<file path="src/rtl/result_shifter.sv">
// Captures a WIDTH-bit compressor result FILL cycles after start and streams it
// out as OUT_W-bit beats, least significant beat first, with valid/ready flow control.
module result_shifter #(
  parameter int WIDTH = 56,
  parameter int OUT_W = 8,
  parameter int FILL  = 28
) (
  input  logic             clk,
  input  logic             rst_n,
  input  logic             start,
  input  logic [WIDTH-1:0] dst,
  output logic             busy,
  output logic [OUT_W-1:0] out_data,
  output logic             out_valid,
  input  logic             out_ready,
  output logic             out_last
);

  localparam int BEATS  = WIDTH / OUT_W;
  localparam int CNT_W  = (FILL > 1) ? $clog2(FILL) : 1;
  localparam int BEAT_W = (BEATS > 1) ? $clog2(BEATS) : 1;

  typedef enum logic [1:0] {
    ST_IDLE,
    ST_FILL,
    ST_SEND
  } state_t;

  state_t             state_q, state_d;
  logic [CNT_W-1:0]   cnt_q, cnt_d;
  logic [BEAT_W-1:0]  beat_q, beat_d;
  logic [WIDTH-1:0]   data_buf_q, data_buf_d;

  always_ff @(posedge clk or negedge rst_n) begin
    if (!rst_n) begin
      state_q    <= ST_IDLE;
      cnt_q      <= '0;
      beat_q     <= '0;
      data_buf_q <= '0;
    end else begin
      state_q    <= state_d;
      cnt_q      <= cnt_d;
      beat_q     <= beat_d;
      data_buf_q <= data_buf_d;
    end
  end

  // The last-beat transfer returns to IDLE, so a start on that edge is not seen.
  always_comb begin
    state_d    = state_q;
    cnt_d      = cnt_q;
    beat_d     = beat_q;
    data_buf_d = data_buf_q;
    case (state_q)
      ST_IDLE: begin
        if (start) begin
          state_d = ST_FILL;
          cnt_d   = '0;
        end
      end
      ST_FILL: begin
        if (cnt_q == CNT_W'(FILL - 1)) begin
          data_buf_d = dst;
          beat_d     = '0;
          cnt_d      = '0;
          state_d    = ST_SEND;
        end else begin
          cnt_d = cnt_q + CNT_W'(1);
        end
      end
      ST_SEND: begin
        if (out_ready) begin
          data_buf_d = data_buf_q >> OUT_W;
          if (beat_q == BEAT_W'(BEATS - 1)) begin
            beat_d  = '0;
            state_d = ST_IDLE;
          end else begin
            beat_d = beat_q + BEAT_W'(1);
          end
        end
      end
      default: begin
        state_d = ST_IDLE;
      end
    endcase
  end

  assign busy      = (state_q != ST_IDLE);
  assign out_valid = (state_q == ST_SEND);
  assign out_last  = out_valid && (beat_q == BEAT_W'(BEATS - 1));
  assign out_data  = out_valid ? data_buf_q[OUT_W-1:0] : '0;

endmodule

</file>
<file path="config.mk">
export PLATFORM = sky130hd
export DESIGN_NAME = result_shifter
export DESIGN_NICKNAME = d
export VERILOG_FILES = /design/src/rtl/result_shifter.sv
export SDC_FILE = /design/constraint.sdc
export NUM_CORES = 1
export LEC_CHECK = 0
export BUFFER_PORTS_ARGS = -buffer_cell sky130_fd_sc_hd__buf_4
export CORE_MARGIN = 5
export CORE_UTILIZATION = 54
export DETAILED_ROUTE_END_ITERATION = 8
export GPL_TIMING_DRIVEN = 0
export MAX_ROUTING_LAYER = met4
export PLACE_DENSITY = 0.85
export SKIP_LAST_GASP = 1
export SLEW_MARGIN = 20
export SYNTH_ARGS = -nofsm -noshare
export SYNTH_HDL_FRONTEND = slang
export SYNTH_SLANG_ARGS = --single-unit
export TNS_END_PERCENT = 1
</file>
<file path="constraint.sdc">
create_clock -name clk -period 1.8 [get_ports clk]
set_input_delay 0 -clock clk [delete_from_list [all_inputs] [get_ports clk]]
set_output_delay 0 -clock clk [all_outputs]
set_load 0.01 [all_outputs]
</file>
## After elaboration in Yosys (flattened, before gate mapping)

Cells that the tools add are included.

| storage, ports and cells | value |
|---|---|
| flip-flop bits (word level) | 66 |
| input bits | 60 |
| logic and storage cells | 38 |

| cells by class | value |
|---|---|
| add/subtract/negate cells | 2 |
| equal/unequal tests | 8 |
| muxes and demuxes | 16 |
| reduce and logical (&&, ||, !) cells | 8 |

Operators by type and width:

| cell | count |
|---|---|
| two-way mux 56 bit | 2 |
| case mux 56 bit (2 select lines) | 1 |
| two-way mux 5 bit | 2 |
| case mux 5 bit (2 select lines) | 1 |
| two-way mux 3 bit | 3 |
| two-way mux 2 bit | 4 |
| two-way mux 8 bit | 1 |
| case mux 2 bit (3 select lines) | 1 |
| case mux 3 bit (2 select lines) | 1 |
| nonzero test 2 bit | 3 |
| adder 5 x 1 -> 5 bit (second input constant) | 1 |
| equality test 5 bit (second input constant) | 1 |
| != test 2 x 1 -> 1 bit (second input constant) | 2 |
| != test 2 bit (second input constant) | 2 |
| AND reduction 4 bit | 1 |
| adder 3 x 1 -> 3 bit (second input constant) | 1 |
| equality test 3 bit (second input constant) | 1 |
| AND reduction 3 bit | 1 |
| equality test 2 x 1 -> 1 bit (second input constant) | 1 |
| equality test 2 bit (second input constant) | 1 |
| logical NOT 2 bit | 1 |
| AND reduction 2 bit | 1 |
| logical AND 1 bit | 1 |

## Depth between registers and ports, before layout

Gate-level depths: netlist of the first run.

| logic depth | value |
|---|---|
| word-level depth | 4 |
| mapped depth | 6 |
| mapped depth without buffers | 4 |

## Least setup slack after synthesis of the first run

OpenSTA, ideal clock, no wires.

| timing | value |
|---|---|
| kind | reg2reg |
| start point | register cnt_q[0] |
| end point | register data_buf_q[11] |
| library setup time | 0.119 ns |
| data arrival time | 1.436 ns |
| slack | 0.245 ns |
| cell stages (with the launch flop) | 7 |
| buffers on the path | 2 |
| clock period less this slack | 1.555 ns |
| path through | dfrtp_1 ha_1 nand4b_4 buf_6 buf_6 o32a_1 o21a_1 |

| on the way | value |
|---|---|
| longest elaborated chain between the ends | 3 |

RTL lines:

| element | RTL line | text |
|---|---|---|
| from (decl) | 30 | `logic [CNT_W-1:0] cnt_q, cnt_d;` |
| from (signal assigned) | 42 | `cnt_q <= cnt_d;` |
| equality test 5 bit | 62 | `if (cnt_q == CNT_W'(FILL - 1)) begin` |
| != test 2 bit (no source line) | - |  |
| AND reduction 3 bit (no source line) | - |  |
| to (signal assigned) | 44 | `data_buf_q <= data_buf_d;` |
| to (decl) | 32 | `logic [WIDTH-1:0] data_buf_q, data_buf_d;` |

No other way between the ends.
A chain may end at the register's enable or synchronous reset.

## Worst setup path after layout of the first run

| timing | value |
|---|---|
| start point | register state_q[0] |
| end point | output port out_data[5] |

| on the way | value |
|---|---|
| longest elaborated chain between the ends | 2 |

RTL lines:

| element | RTL line | text |
|---|---|---|
| from (decl) | 29 | `state_t state_q, state_d;` |
| from (signal assigned) | 41 | `state_q <= state_d;` |
| equality test 2 bit | 89 | `assign out_valid = (state_q == ST_SEND);` |
| two-way mux 8 bit | 91 | `assign out_data = out_valid ? data_buf_q[OUT_W-1:0] : '0;` |
| to (decl) | 13 | `output logic [OUT_W-1:0] out_data,` |

No other way between the ends.

==> results of run 1 <==
[power by group through the flow]
stage	Clock [mW]	Sequential, mW	Combinational, mW
floorplan	0	2.52	0.938
global placement	0	2.65	1.17
detailed placement	0	2.68	1.23
CTS	1.22	2.67	1.26
global route	1.28	2.77	1.41
finish	1.20	2.69	1.25
[layer usage]
layer / track usage [%] / vias up / wire (um)
met5: - / - / 0
met4: 5.468 / 0 / 76
met3: 6.052 / 12 / 461
met2: 35.60 / 92 / 3824
met1: 31.00 / 1297 / 3463
li1: - / 1209 / -
[worst reg2reg max path, stage by stage, from the launching register on]
cell      delay, ps
dfrtp_1         380
ha_1            260
nand4b_4        190
buf_6           190
buf_6           140
o32a_1          360
o21a_1          110
[state kept, by name, summed over array words and instances, names as in the netlist]
signal      count
beat_q          3
state_q         2
data_buf_q     56
cnt_q           5
[layout make-up]
| class | instances | area (sq um) | area share (%) |
|---|---|---|---|
| plain buffers | 25 | 137.6 | 3.419 |
| clock buffers | 12 | 145.1 | 3.606 |
| clock inverters | 3 | 40.04 | 0.9947 |
| inverters | 11 | 41.29 | 1.026 |
| multi-input cells | 161 | 1284 | 31.89 |
| flip-flops and latches | 66 | 1652 | 41.03 |
| well taps | 72 | 90.09 | 2.238 |
| repair buffers | 81 | 635.6 | 15.79 |
[repair_timing]
action / CTS / global route
hold buffers: 11 / 0
endpoints found under the hold margin: 76 / 0
resized for setup: 0 / 5
setup buffers: 0 / 0
endpoints found under the setup margin: 0 / 50
[logic make-up (layout without fill, tap and decap cells)]
family | Yosys count | count (layout)
fa+ha+maj | 1 | 1
buf+inv | 36 | 132
simple gates | 31 | 31
compound gates | 126 | 126
xor+xnor | 1 | 1
mux | 2 | 2
flops | 66 | 66
[cells in the final DEF, fill, tap and decap left out, types with 2 or more instances in the layout]
cell type,n
nand2_1,6
o21a_1,48
inv_1,11
o32a_1,48
nor3b_1,2
clkbuf_1,11
o21ai_1,8
dlygate4sd3_1,11
o211ai_1,10
and2_1,8
clkinv_2,2
clkbuf_8,10
buf_6,2
dfrtp_1,66
clkbuf_2,3
o21ai_0,5
a22o_1,2
nand3_1,2
nor2b_1,2
buf_2,5
nand2b_1,5
buf_4,74
[synth_stat cells, types with 2 or more instances]
| library cell | count |
|---|---|
| buf_4 | 4 |
| nand2_1 | 6 |
| nand2b_1 | 5 |
| nand3_1 | 2 |
| buf_2 | 6 |
| o21a_1 | 48 |
| o21ai_0 | 5 |
| o32a_1 | 48 |
| clkbuf_1 | 10 |
| buf_1 | 3 |
| o21ai_1 | 8 |
| and2_1 | 8 |
| nor3b_1 | 2 |
| o211ai_1 | 10 |
| a22o_1 | 2 |
| dfrtp_1 | 66 |
| buf_6 | 2 |
| nor2b_1 | 2 |
| inv_1 | 11 |
[final timing paths]
kind	startpoint	end	slack [ps]	depth (start not counted)
max	state_q[0]$_DFFE_PN0P_	out_data[5]	50	5
min	dst[10]	data_buf_q[10]$_DFFE_PN0P_	10	3
max reg2reg	cnt_q[0]$_DFFE_PN0P_	data_buf_q[15]$_DFFE_PN0P_	60	6
min reg2reg	data_buf_q[5]$_DFFE_PN0P_	data_buf_q[5]$_DFFE_PN0P_	480	1
max in group asynchronous	rst_n	data_buf_q[24]$_DFFE_PN0P_	960	2
min in group asynchronous	rst_n	cnt_q[2]$_DFFE_PN0P_	300	2
==> flow_results.xml, run 1 <==
<?xml version="1.0" encoding="UTF-8"?>
<metrics>
  <group name="power_and_ir_drop">
    <metric name="peakVddDrop" unit="uV">987.3</metric>
    <metric name="int_power" unit="mW">3.626</metric>
    <metric name="power.clock.fraction" unit="%">23.3</metric>
    <metric name="power_frac_seq" unit="%">52.3</metric>
    <metric name="netsw" unit="mW">1.506</metric>
    <metric name="static-leakage-power" unit="nW">1.736</metric>
    <metric name="power-per-cell-area" unit="nW/um^2">1275</metric>
    <metric name="part_of_the_power_in_combinational_logic" unit="%">24.4</metric>
    <metric name="totalPowerFinal" unit="mW">5.132</metric>
    <metric name="switching_share" unit="%">29.34</metric>
  </group>
  <group name="grt">
    <metric name="grt_pass1_wl" unit="mm">13.17</metric>
    <metric name="globalRouteOverflowTotal" unit="">0</metric>
    <metric name="grt_max_degree" unit="">67</metric>
    <metric name="grt_pass1_vias" unit="">2678</metric>
    <metric name="grt_util_all_layers" unit="%">23.21</metric>
    <metric name="antenna_found_initial" unit="">0</metric>
  </group>
  <group name="finish">
    <metric name="layout.cell_area.non_filler" unit="sq um">4025</metric>
    <metric name="share_of_the_core_filled_with_cells" unit="%">72.65</metric>
    <metric name="finalNonFillerCells" unit="">431</metric>
    <metric name="layout-drive-gt1-share" unit="%">28.41</metric>
    <metric name="nFillCells" unit="">403</metric>
    <metric name="final_net_count" unit="">416</metric>
    <metric name="syn2layout_area_growth" unit="%">29.51</metric>
    <metric name="num_antenna_cells" unit="">0</metric>
  </group>
  <group name="yosys">
    <metric name="dominant_combinational_cell_family_by_area_after_synthesis" unit="">compound AO/OA/AOI/OAI gates</metric>
    <metric name="synth.largest_area_cell" unit="">dfrtp_1</metric>
    <metric name="synth_ff_type" unit="">dfrtp_1</metric>
    <metric name="synth.lib_cells_used.distinct" unit="">34</metric>
    <metric name="syn_area" unit="sq um">3108</metric>
    <metric name="synth_edf_count" unit="">0</metric>
    <metric name="mappedNetlistNets" unit="">324</metric>
    <metric name="synth_top_area_share" unit="%">53.14</metric>
    <metric name="postSynthAreaPerCell" unit="sq um">11.82</metric>
    <metric name="synth.yosys.seq_area_share" unit="%">53.14</metric>
    <metric name="ys_warn_count" unit="">0</metric>
    <metric name="synthesis_stage_register_bit_count" unit="">66</metric>
    <metric name="synthSimpleGateAreaFrac" unit="%">6.481</metric>
    <metric name="muxShareOfSynthArea" unit="%">0.6844</metric>
    <metric name="synth_xor_xnor_area_share" unit="%">0.2818</metric>
    <metric name="synthArstFlopShare" unit="%">100.0</metric>
    <metric name="synth.area.top_cells" unit="">dfrtp_1, o32a_1, o21a_1</metric>
    <metric name="synthCells" unit="">263</metric>
    <metric name="post_synth_fa_ha_maj_area_fraction" unit="%">0.4026</metric>
    <metric name="fraction_of_the_mapped_netlist_area_in_compound_gates" unit="%">33.45</metric>
  </group>
  <group name="sta">
    <metric name="final_period_minus_worst_setup_slack" unit="ps">1745</metric>
    <metric name="post-route-worst-setup-slack" unit="ps">54.88</metric>
    <metric name="finalClockSkew" unit="ps">7.619</metric>
    <metric name="max_clock_freq" unit="MHz">573.0</metric>
    <metric name="final-hold-violation-count" unit="">0</metric>
    <metric name="rsz0062_at_grt" unit="">true</metric>
    <metric name="rel_slew_slack" unit="%">45.49</metric>
    <metric name="finalMaxSlewViolations" unit="">0</metric>
    <metric name="final-setup-viol-count" unit="">0</metric>
    <metric name="fin_hold_ws" unit="ps">12.64</metric>
    <metric name="setup_total_negative_slack" unit="ps">0</metric>
    <metric name="worst_pin_slew" unit="ps">817.7</metric>
    <metric name="timing.final.crit_share" unit="%">96.95</metric>
  </group>
  <group name="clocking">
    <metric name="cts-root-buf" unit="">clkbuf_8</metric>
    <metric name="clock_path_buffers" unit="">2</metric>
    <metric name="numCtsBuffers" unit="">9</metric>
    <metric name="clkTransAtPathRegs" unit="ps">70</metric>
    <metric name="clkLatencyLatePin" unit="ps">330</metric>
    <metric name="htree_num_levels" unit="">3</metric>
    <metric name="tritoncts" unit="">yes</metric>
    <metric name="clkSinkCount" unit="">66</metric>
  </group>
  <group name="critical_path">
    <metric name="max_incr_delay_on_cp" unit="ps">470</metric>
    <metric name="crit_path_start_kind" unit="">flip-flop</metric>
    <metric name="worstPathBufferInverterCount" unit="">3</metric>
    <metric name="worstSetupPathType" unit="">reg -&gt; out</metric>
    <metric name="timing.critical_path.to_type" unit="">primary output</metric>
    <metric name="critPathTopFamily" unit="">buffers and inverters</metric>
    <metric name="cp.arrival" unit="ps">1750</metric>
    <metric name="cp_data_required_time" unit="ps">1800</metric>
    <metric name="cells_along_the_critical_path" unit="">nand2b_1, inv_1, clkbuf_1, and2_1, buf_4</metric>
    <metric name="worst-path-max-fanout" unit="">10</metric>
    <metric name="crit_slowest_cell" unit="">dfrtp_1</metric>
  </group>
  <group name="placement">
    <metric name="dp_hpwl" unit="mm">5.437</metric>
    <metric name="place_area" unit="sq um">3724</metric>
    <metric name="dpl_worst_slack" unit="ps">91.68</metric>
    <metric name="total_of_buffers_placed_on_input_and_output_ports" unit="">70</metric>
    <metric name="finalWeightedCongestion" unit="">0.8981</metric>
    <metric name="placed_cells" unit="">405</metric>
  </group>
  <group name="drt">
    <metric name="via_per_inst" unit="">6.056</metric>
    <metric name="routed_wirelength" unit="mm">7.825</metric>
    <metric name="route.detailed.wl_per_inst" unit="um">18.16</metric>
    <metric name="route.detailed.drc" unit="">0</metric>
    <metric name="drt_pre_antenna_iters" unit="">5</metric>
    <metric name="route.vias.total" unit="">2610</metric>
    <metric name="number_of_routed_nets_with_antenna_violations" unit="">0</metric>
    <metric name="first_iter_violations" unit="">194</metric>
  </group>
  <group name="floorplanning">
    <metric name="die_h" unit="um">85.87</metric>
    <metric name="floorplan.io_pins" unit="">71</metric>
    <metric name="start_util" unit="%">56.10</metric>
    <metric name="fp.dieW" unit="um">85.87</metric>
    <metric name="design.core.area" unit="sq um">5540</metric>
    <metric name="fp-row-count" unit="">27</metric>
    <metric name="fp.dieArea" unit="sq um">7373</metric>
  </group>
  <group name="status">
    <metric name="run_status" unit="">completed</metric>
  </group>
  <group name="min_path">
    <metric name="min_path_type" unit="">in -&gt; reg</metric>
  </group>
  <group name="job">
    <metric name="max_cap_violations" unit="">0</metric>
  </group>
</metrics>
(Power assumes the default switching activity.)
==> run 2, diff against run 1 <==
CTS_CLUSTER_SIZE = 24   (was not set)
PLACE_DENSITY = 0.76   (was 0.85)
==> run 2 against run 1 <==
  * Critical endpoint is now data_buf_q[17]$_DFFE_PN0P_
  * Highest routed layer unchanged
  * Maximum frequency down 2.3%
  * Largest power group unchanged
  * Non-clock buffer count down 1
  * Critical path type is now reg -> reg
  * Hold slack better by 3.9 ps
  * Clock skew down 2.1 ps
  * First-iteration DRC count up 36%
  * Die area unchanged
==> flow_results.xml, run 2 (same netlist as run 1, synthesis figures left out) <==
<?xml version="1.0" encoding="UTF-8"?>
<metrics>
  <group name="critical_path">
    <metric name="crit_slowest_cell" unit="">dfrtp_1</metric>
    <metric name="cp.arrival" unit="ps">2010</metric>
    <metric name="cp_common_cell" unit="">buf_6</metric>
    <metric name="worst-path-max-fanout" unit="">10</metric>
    <metric name="worstSetupPathType" unit="">reg -&gt; reg</metric>
    <metric name="critPathTopFamily" unit="">compound AO/OA/AOI/OAI gates</metric>
    <metric name="cp_data_required_time" unit="ps">2020</metric>
    <metric name="cells_along_the_critical_path" unit="">ha_1, nand4b_4, buf_6, buf_6, o32a_1, o21a_1</metric>
    <metric name="startpoint" unit="">cnt_q[0]$_DFFE_PN0P_</metric>
    <metric name="worstPathBufferInverterCount" unit="">2</metric>
    <metric name="max_incr_delay_on_cp" unit="ps">390</metric>
    <metric name="timing.critical_path.to_type" unit="">flip-flop</metric>
    <metric name="crit_path_start_kind" unit="">flip-flop</metric>
    <metric name="reg2reg_from" unit="">cnt_q[0]$_DFFE_PN0P_</metric>
  </group>
  <group name="grt">
    <metric name="grt_pass1_vias" unit="">2605</metric>
    <metric name="globalRouteMet2Util" unit="%">35.11</metric>
    <metric name="grt_util_all_layers" unit="%">22.85</metric>
    <metric name="grt_max_degree" unit="">67</metric>
    <metric name="grt_pass1_wl" unit="mm">12.97</metric>
    <metric name="globalRoute.busiestLayer" unit="">met2</metric>
    <metric name="globalRouteOverflowTotal" unit="">0</metric>
    <metric name="antenna_found_initial" unit="">0</metric>
    <metric name="met1_usage" unit="%">31.19</metric>
    <metric name="grt.met3_usage" unit="%">4.131</metric>
  </group>
  <group name="power_and_ir_drop">
    <metric name="power-per-cell-area" unit="nW/um^2">1284</metric>
    <metric name="int_power" unit="mW">3.665</metric>
    <metric name="static-leakage-power" unit="nW">1.735</metric>
    <metric name="netsw" unit="mW">1.516</metric>
    <metric name="power_frac_seq" unit="%">51.7</metric>
    <metric name="peakVddDrop" unit="uV">828.0</metric>
    <metric name="part_of_the_power_in_combinational_logic" unit="%">24.0</metric>
    <metric name="power.clock.fraction" unit="%">24.4</metric>
    <metric name="switching_share" unit="%">29.27</metric>
  </group>
  <group name="finish">
    <metric name="num_antenna_cells" unit="">0</metric>
    <metric name="syn2layout_area_growth" unit="%">29.79</metric>
    <metric name="layout-drive-gt1-share" unit="%">28.41</metric>
    <metric name="share_of_the_core_filled_with_cells" unit="%">72.81</metric>
    <metric name="nFillCells" unit="">413</metric>
    <metric name="finalNonFillerCells" unit="">431</metric>
    <metric name="reg.largest.list" unit="">data_buf_q (56), cnt_q (5), beat_q (3)</metric>
    <metric name="leading_cell_type_in_the_layout_fill_and_taps_excluded" unit="">buf_4</metric>
    <metric name="most-common-layout-cells" unit="">buf_4, dfrtp_1, o32a_1, o21a_1</metric>
    <metric name="largest_reg_flops" unit="">56</metric>
    <metric name="largest_register" unit="">data_buf_q</metric>
    <metric name="final_net_count" unit="">415</metric>
  </group>
  <group name="sta">
    <metric name="final-hold-violation-count" unit="">0</metric>
    <metric name="timing.final.crit_share" unit="%">99.24</metric>
    <metric name="final_period_minus_worst_setup_slack" unit="ps">1786</metric>
    <metric name="rsz0062_at_grt" unit="">true</metric>
    <metric name="max_clock_freq" unit="MHz">559.8</metric>
    <metric name="rel_slew_slack" unit="%">43.54</metric>
    <metric name="final-setup-viol-count" unit="">0</metric>
    <metric name="finalMaxSlewViolations" unit="">0</metric>
    <metric name="fin_hold_ws" unit="ps">16.50</metric>
    <metric name="setup_total_negative_slack" unit="ps">0</metric>
    <metric name="finalClockSkew" unit="ps">5.498</metric>
    <metric name="worst_pin_slew" unit="ps">846.9</metric>
  </group>
  <group name="drt">
    <metric name="routed_wirelength" unit="mm">7.834</metric>
    <metric name="number_of_routed_nets_with_antenna_violations" unit="">0</metric>
    <metric name="route.vias.total" unit="">2571</metric>
    <metric name="via_per_inst" unit="">5.965</metric>
    <metric name="route.detailed.drc" unit="">0</metric>
    <metric name="route.detailed.wl_per_inst" unit="um">18.18</metric>
    <metric name="first_iter_violations" unit="">263</metric>
    <metric name="drt_pre_antenna_iters" unit="">4</metric>
  </group>
  <group name="clocking">
    <metric name="cts-root-buf" unit="">clkbuf_8</metric>
    <metric name="numCtsBuffers" unit="">9</metric>
    <metric name="clkSinkCount" unit="">66</metric>
    <metric name="number_of_cells_upsized_or_downsized_after_cts" unit="">0</metric>
    <metric name="htree_num_levels" unit="">3</metric>
    <metric name="tritoncts" unit="">yes</metric>
    <metric name="post_cts.repair.setup_buffers" unit="">0</metric>
    <metric name="clkLatencyLatePin" unit="ps">330</metric>
    <metric name="clkTransAtPathRegs" unit="ps">70</metric>
    <metric name="clock_path_buffers" unit="">2</metric>
  </group>
  <group name="floorplanning">
    <metric name="die_h" unit="um">85.87</metric>
    <metric name="start_util" unit="%">56.10</metric>
    <metric name="fp-row-count" unit="">27</metric>
    <metric name="floorplan.io_pins" unit="">71</metric>
    <metric name="fp.dieW" unit="um">85.87</metric>
    <metric name="fp.dieArea" unit="sq um">7373</metric>
    <metric name="design.core.area" unit="sq um">5540</metric>
  </group>
  <group name="min_path">
    <metric name="min_path_type" unit="">in -&gt; reg</metric>
    <metric name="worst_hold_startpoint" unit="">dst[14]</metric>
  </group>
  <group name="placement">
    <metric name="finalWeightedCongestion" unit="">0.7936</metric>
    <metric name="dp_hpwl" unit="mm">5.329</metric>
    <metric name="placed_cells" unit="">405</metric>
    <metric name="total_of_buffers_placed_on_input_and_output_ports" unit="">70</metric>
  </group>
  <group name="status">
    <metric name="run_status" unit="">completed</metric>
  </group>
  <group name="job">
    <metric name="max_cap_violations" unit="">0</metric>
  </group>
</metrics>
run 2: changes by cell type in the layout (fill, tap and decap cells not counted), sizes merged:
cell,delta
clkinvlp,+1
buf,+3
clkbuf,-5
clkinv,+1
run 2: worst paths after layout:
| check | to | slack, ps | depth (start not counted) |
|---|---|---|---|
| hold / removal | data_buf_q[14]$_DFFE_PN0P_ | 20 | 3 |
| max in group asynchronous | data_buf_q[45]$_DFFE_PN0P_ | 930 | 2 |
| hold reg to reg | data_buf_q[7]$_DFFE_PN0P_ | 490 | 1 |
| min in group asynchronous | cnt_q[0]$_DFFE_PN0P_ | 300 | 2 |
| setup / recovery | data_buf_q[17]$_DFFE_PN0P_ | 10 | 6 |
| setup reg to reg | data_buf_q[17]$_DFFE_PN0P_ | 10 | 6 |
run 2: stage by stage:
stage               worst slack [ps]  total power [mW]  cell area (sq um)
finish                         13.68             5.181               4034
global route                  -111.2             5.488               4034
CTS                            2.539             5.192               4038
detailed placement             20.50             3.904               3724
global placement               69.73             3.835               3724
floorplan                      245.1             3.461               3108
run 2: layout make-up:
cell class / count / area, sq um / share of cell area (%)
buffer: 24 / 127.6 / 3.164
clock buffer: 11 / 151.4 / 3.753
clock inverter: 5 / 52.55 / 1.303
inverter: 11 / 41.29 / 1.024
multi-input combinational: 161 / 1284 / 31.82
sequential: 66 / 1652 / 40.94
tap: 72 / 90.09 / 2.233
timing repair buffer: 81 / 635.6 / 15.76
run 2: tightest hold or removal path, delay by kind of cell:
kind	cells	cell delay [ps]
compound gates	2	240
buf+inv	1	80
run 2: repair_timing:
action / in CTS / in global routing
hold buffers: 11 / 0
endpoints found under the setup margin: 0 / 50
hold endpoints to repair: 76 / 0
run 2: layer usage:
metal | share of wire (%) | wire length, um
met1 | 46 | 3576
met2 | 49 | 3834
met3 | 4.4 | 341
met4 | 1.0 | 82
met5 | 0 | 0
run 2: power groups by stage:
stage | Sequential [mW] | Combinational, mW | Clock, mW
floorplan | 2.52 | 0.938 | 0
global placement | 2.66 | 1.17 | 0
detailed placement | 2.68 | 1.22 | 0
CTS | 2.67 | 1.25 | 1.28
global route | 2.77 | 1.37 | 1.35
finish | 2.68 | 1.24 | 1.26
==> run 3, diff against run 2 <==
==> constraint.sdc (replaced) <==
create_clock -name clk -period 1.71 [get_ports clk]
set_input_delay 0.0855 -clock clk [delete_from_list [all_inputs] [get_ports clk]]
set_output_delay 0.0855 -clock clk [all_outputs]
set_load 0.01 [all_outputs]
==> run 3 against run 2 <==
  * The run now ends with setup timing left
  * Via count is 0.62% lower
  * Non-clock buffer count is 2 lower
  * Routed wire length is 0.78% lower
  * Critical endpoint unchanged
==> flow_results.xml, run 3 (same netlist as run 1, synthesis figures left out) <==
<?xml version="1.0" encoding="UTF-8"?>
<metrics>
  <group name="status">
    <metric name="run_status" unit="">finished, violations left</metric>
    <metric name="failed_checks" unit="">setup timing</metric>
  </group>
  <group name="grt">
    <metric name="grt_max_degree" unit="">67</metric>
    <metric name="grt_pass1_wl" unit="mm">12.77</metric>
    <metric name="globalRouteOverflowTotal" unit="">0</metric>
    <metric name="antenna_found_initial" unit="">0</metric>
    <metric name="grt_pass1_vias" unit="">2570</metric>
    <metric name="grt_util_all_layers" unit="%">22.48</metric>
  </group>
  <group name="clocking">
    <metric name="clkLatencyLatePin" unit="ps">330</metric>
    <metric name="clkTransAtPathRegs" unit="ps">70</metric>
    <metric name="htree_num_levels" unit="">3</metric>
    <metric name="cts-root-buf" unit="">clkbuf_8</metric>
    <metric name="tritoncts" unit="">yes</metric>
    <metric name="numCtsBuffers" unit="">9</metric>
    <metric name="clkSinkCount" unit="">66</metric>
    <metric name="clock_path_buffers" unit="">2</metric>
  </group>
  <group name="finish">
    <metric name="syn2layout_area_growth" unit="%">29.59</metric>
    <metric name="share_of_the_core_filled_with_cells" unit="%">72.70</metric>
    <metric name="num_antenna_cells" unit="">0</metric>
    <metric name="reg.largest.list" unit="">data_buf_q (56), cnt_q (5), beat_q (3)</metric>
    <metric name="largest_register" unit="">data_buf_q</metric>
    <metric name="leading_cell_type_in_the_layout_fill_and_taps_excluded" unit="">buf_4</metric>
    <metric name="largest_reg_flops" unit="">56</metric>
    <metric name="final_net_count" unit="">413</metric>
    <metric name="layout-drive-gt1-share" unit="%">30.25</metric>
    <metric name="most-common-layout-cells" unit="">buf_4, dfrtp_1, o32a_1, o21a_1, clkbuf_8</metric>
    <metric name="finalNonFillerCells" unit="">429</metric>
    <metric name="layout.cell_area.non_filler" unit="sq um">4028</metric>
  </group>
  <group name="placement">
    <metric name="placed_cells" unit="">405</metric>
    <metric name="finalWeightedCongestion" unit="">0.7936</metric>
    <metric name="total_of_buffers_placed_on_input_and_output_ports" unit="">70</metric>
    <metric name="place_area" unit="sq um">3724</metric>
    <metric name="dp_hpwl" unit="mm">5.329</metric>
  </group>
  <group name="sta">
    <metric name="worst_pin_slew" unit="ps">836.5</metric>
    <metric name="final-setup-viol-count" unit="">17</metric>
    <metric name="rel_slew_slack" unit="%">44.23</metric>
    <metric name="finalClockSkew" unit="ps">6.049</metric>
    <metric name="finalMaxSlewViolations" unit="">0</metric>
    <metric name="setup_total_negative_slack" unit="ps">-273.9</metric>
    <metric name="final_period_minus_worst_setup_slack" unit="ps">1752</metric>
    <metric name="post-route-worst-setup-slack" unit="ps">-42.47</metric>
    <metric name="timing.final.crit_share" unit="%">102.5</metric>
    <metric name="final-hold-violation-count" unit="">0</metric>
    <metric name="max_clock_freq" unit="MHz">570.6</metric>
    <metric name="rsz0062_at_grt" unit="">true</metric>
    <metric name="fin_hold_ws" unit="ps">7.807</metric>
  </group>
  <group name="critical_path">
    <metric name="max_incr_delay_on_cp" unit="ps">380</metric>
    <metric name="worstSetupPathType" unit="">reg -&gt; reg</metric>
    <metric name="crit_path_start_kind" unit="">flip-flop</metric>
    <metric name="r2r_setup_slack" unit="ps">-40</metric>
    <metric name="crit_slowest_cell" unit="">dfrtp_1</metric>
    <metric name="cells_along_the_critical_path" unit="">ha_2, nand4b_4, buf_6, buf_6, o32a_1, o21a_1</metric>
    <metric name="cp.arrival" unit="ps">1980</metric>
    <metric name="cp_data_required_time" unit="ps">1930</metric>
    <metric name="worst-path-max-fanout" unit="">10</metric>
    <metric name="cp_common_cell" unit="">buf_6</metric>
    <metric name="timing.critical_path.to_type" unit="">flip-flop</metric>
  </group>
  <group name="drt">
    <metric name="drt_pre_antenna_iters" unit="">4</metric>
    <metric name="via_per_inst" unit="">5.956</metric>
    <metric name="routed_wirelength" unit="mm">7.773</metric>
    <metric name="route.detailed.drc" unit="">0</metric>
    <metric name="first_iter_violations" unit="">249</metric>
    <metric name="route.detailed.wl_per_inst" unit="um">18.12</metric>
    <metric name="route.vias.total" unit="">2555</metric>
    <metric name="number_of_routed_nets_with_antenna_violations" unit="">0</metric>
  </group>
  <group name="floorplanning">
    <metric name="fp-row-count" unit="">27</metric>
    <metric name="floorplan.io_pins" unit="">71</metric>
    <metric name="start_util" unit="%">56.10</metric>
    <metric name="fp.dieArea" unit="sq um">7373</metric>
    <metric name="fp.dieW" unit="um">85.87</metric>
    <metric name="design.core.area" unit="sq um">5540</metric>
    <metric name="die_h" unit="um">85.87</metric>
  </group>
  <group name="power_and_ir_drop">
    <metric name="netsw" unit="mW">1.596</metric>
    <metric name="peakVddDrop" unit="uV">870.7</metric>
    <metric name="static-leakage-power" unit="nW">1.734</metric>
    <metric name="int_power" unit="mW">3.873</metric>
    <metric name="part_of_the_power_in_combinational_logic" unit="%">24.3</metric>
    <metric name="power.clock.fraction" unit="%">24.3</metric>
    <metric name="switching_share" unit="%">29.18</metric>
    <metric name="power-per-cell-area" unit="nW/um^2">1358</metric>
    <metric name="power_frac_seq" unit="%">51.4</metric>
  </group>
  <group name="job">
    <metric name="max_cap_violations" unit="">0</metric>
  </group>
  <group name="min_path">
    <metric name="min_path_type" unit="">in -&gt; reg</metric>
  </group>
</metrics>
-- run 3: critical path, delay by kind of cell (launching register included) --
| family | cells | cell delay [ps] |
|---|---|---|
| AOI/OAI and AO/OA | 2 | 480 |
| DFF | 1 | 380 |
| and+or+nand+nor | 1 | 190 |
| adders and majority gates | 1 | 240 |
| buffers and inverters | 2 | 350 |
-- run 3: repair_timing --
item                                   4_1_cts  5_1_grt
gates resized for setup                      0        7
hold buffers                                 8        0
endpoints found under the hold margin       73        0
setup buffers                                0        1
setup endpoints to repair                   50       56
-- run 3: power by group through the flow --
stage                     Clock (mW)  Sequential (mW)  Combinational (mW)
final                           1.33             2.81                1.33
after global routing            1.43             2.91                1.47
after CTS                       1.35             2.81                1.31
after detailed placement           0             2.82                1.29
after global placement             0             2.80                1.23
after floorplan                    0             2.65               0.988
-- run 3: final timing paths --
kind                                                start                         end  cells after the start
min in group asynchronous                           rst_n        cnt_q[4]$_DFFE_PN0P_                      2
worst min-delay path                              dst[51]  data_buf_q[51]$_DFFE_PN0P_                      3
worst max register to register       cnt_q[0]$_DFFE_PN0P_  data_buf_q[17]$_DFFE_PN0P_                      6
worst max-delay path                 cnt_q[0]$_DFFE_PN0P_  data_buf_q[17]$_DFFE_PN0P_                      6
worst min register to register  data_buf_q[7]$_DFFE_PN0P_   data_buf_q[7]$_DFFE_PN0P_                      1
max in group asynchronous                           rst_n  data_buf_q[42]$_DFFE_PN0P_                      2
-- run 3: cell type report --
type	count	area [sq um]
buffer	24	133.9
fill	416	1513
sequential	66	1652
inverter	11	41.29
tap	72	90.09
timing repair buffer	79	613.1
multi-input combinational	161	1294
clock inverter	5	52.55
clock buffer	11	151.4
-- run 3: per-layer routing --
metal	global-route usage, %	vias up	part of all wire [%]
li1	-	1200	-
met3	4.035	10	3.2
met1	30.86	1290	46
met2	34.34	55	49
met5	-	-	0
met4	6.475	0	1.2
-- run 3: metrics by stage --
stage               setup WS [ps]  total power, mW
floorplan                   155.1            3.643
global placement           -20.27            4.037
detailed placement         -69.50            4.109
CTS                        -87.46            5.459
global route               -102.4            5.801
finish                     -42.47            5.469
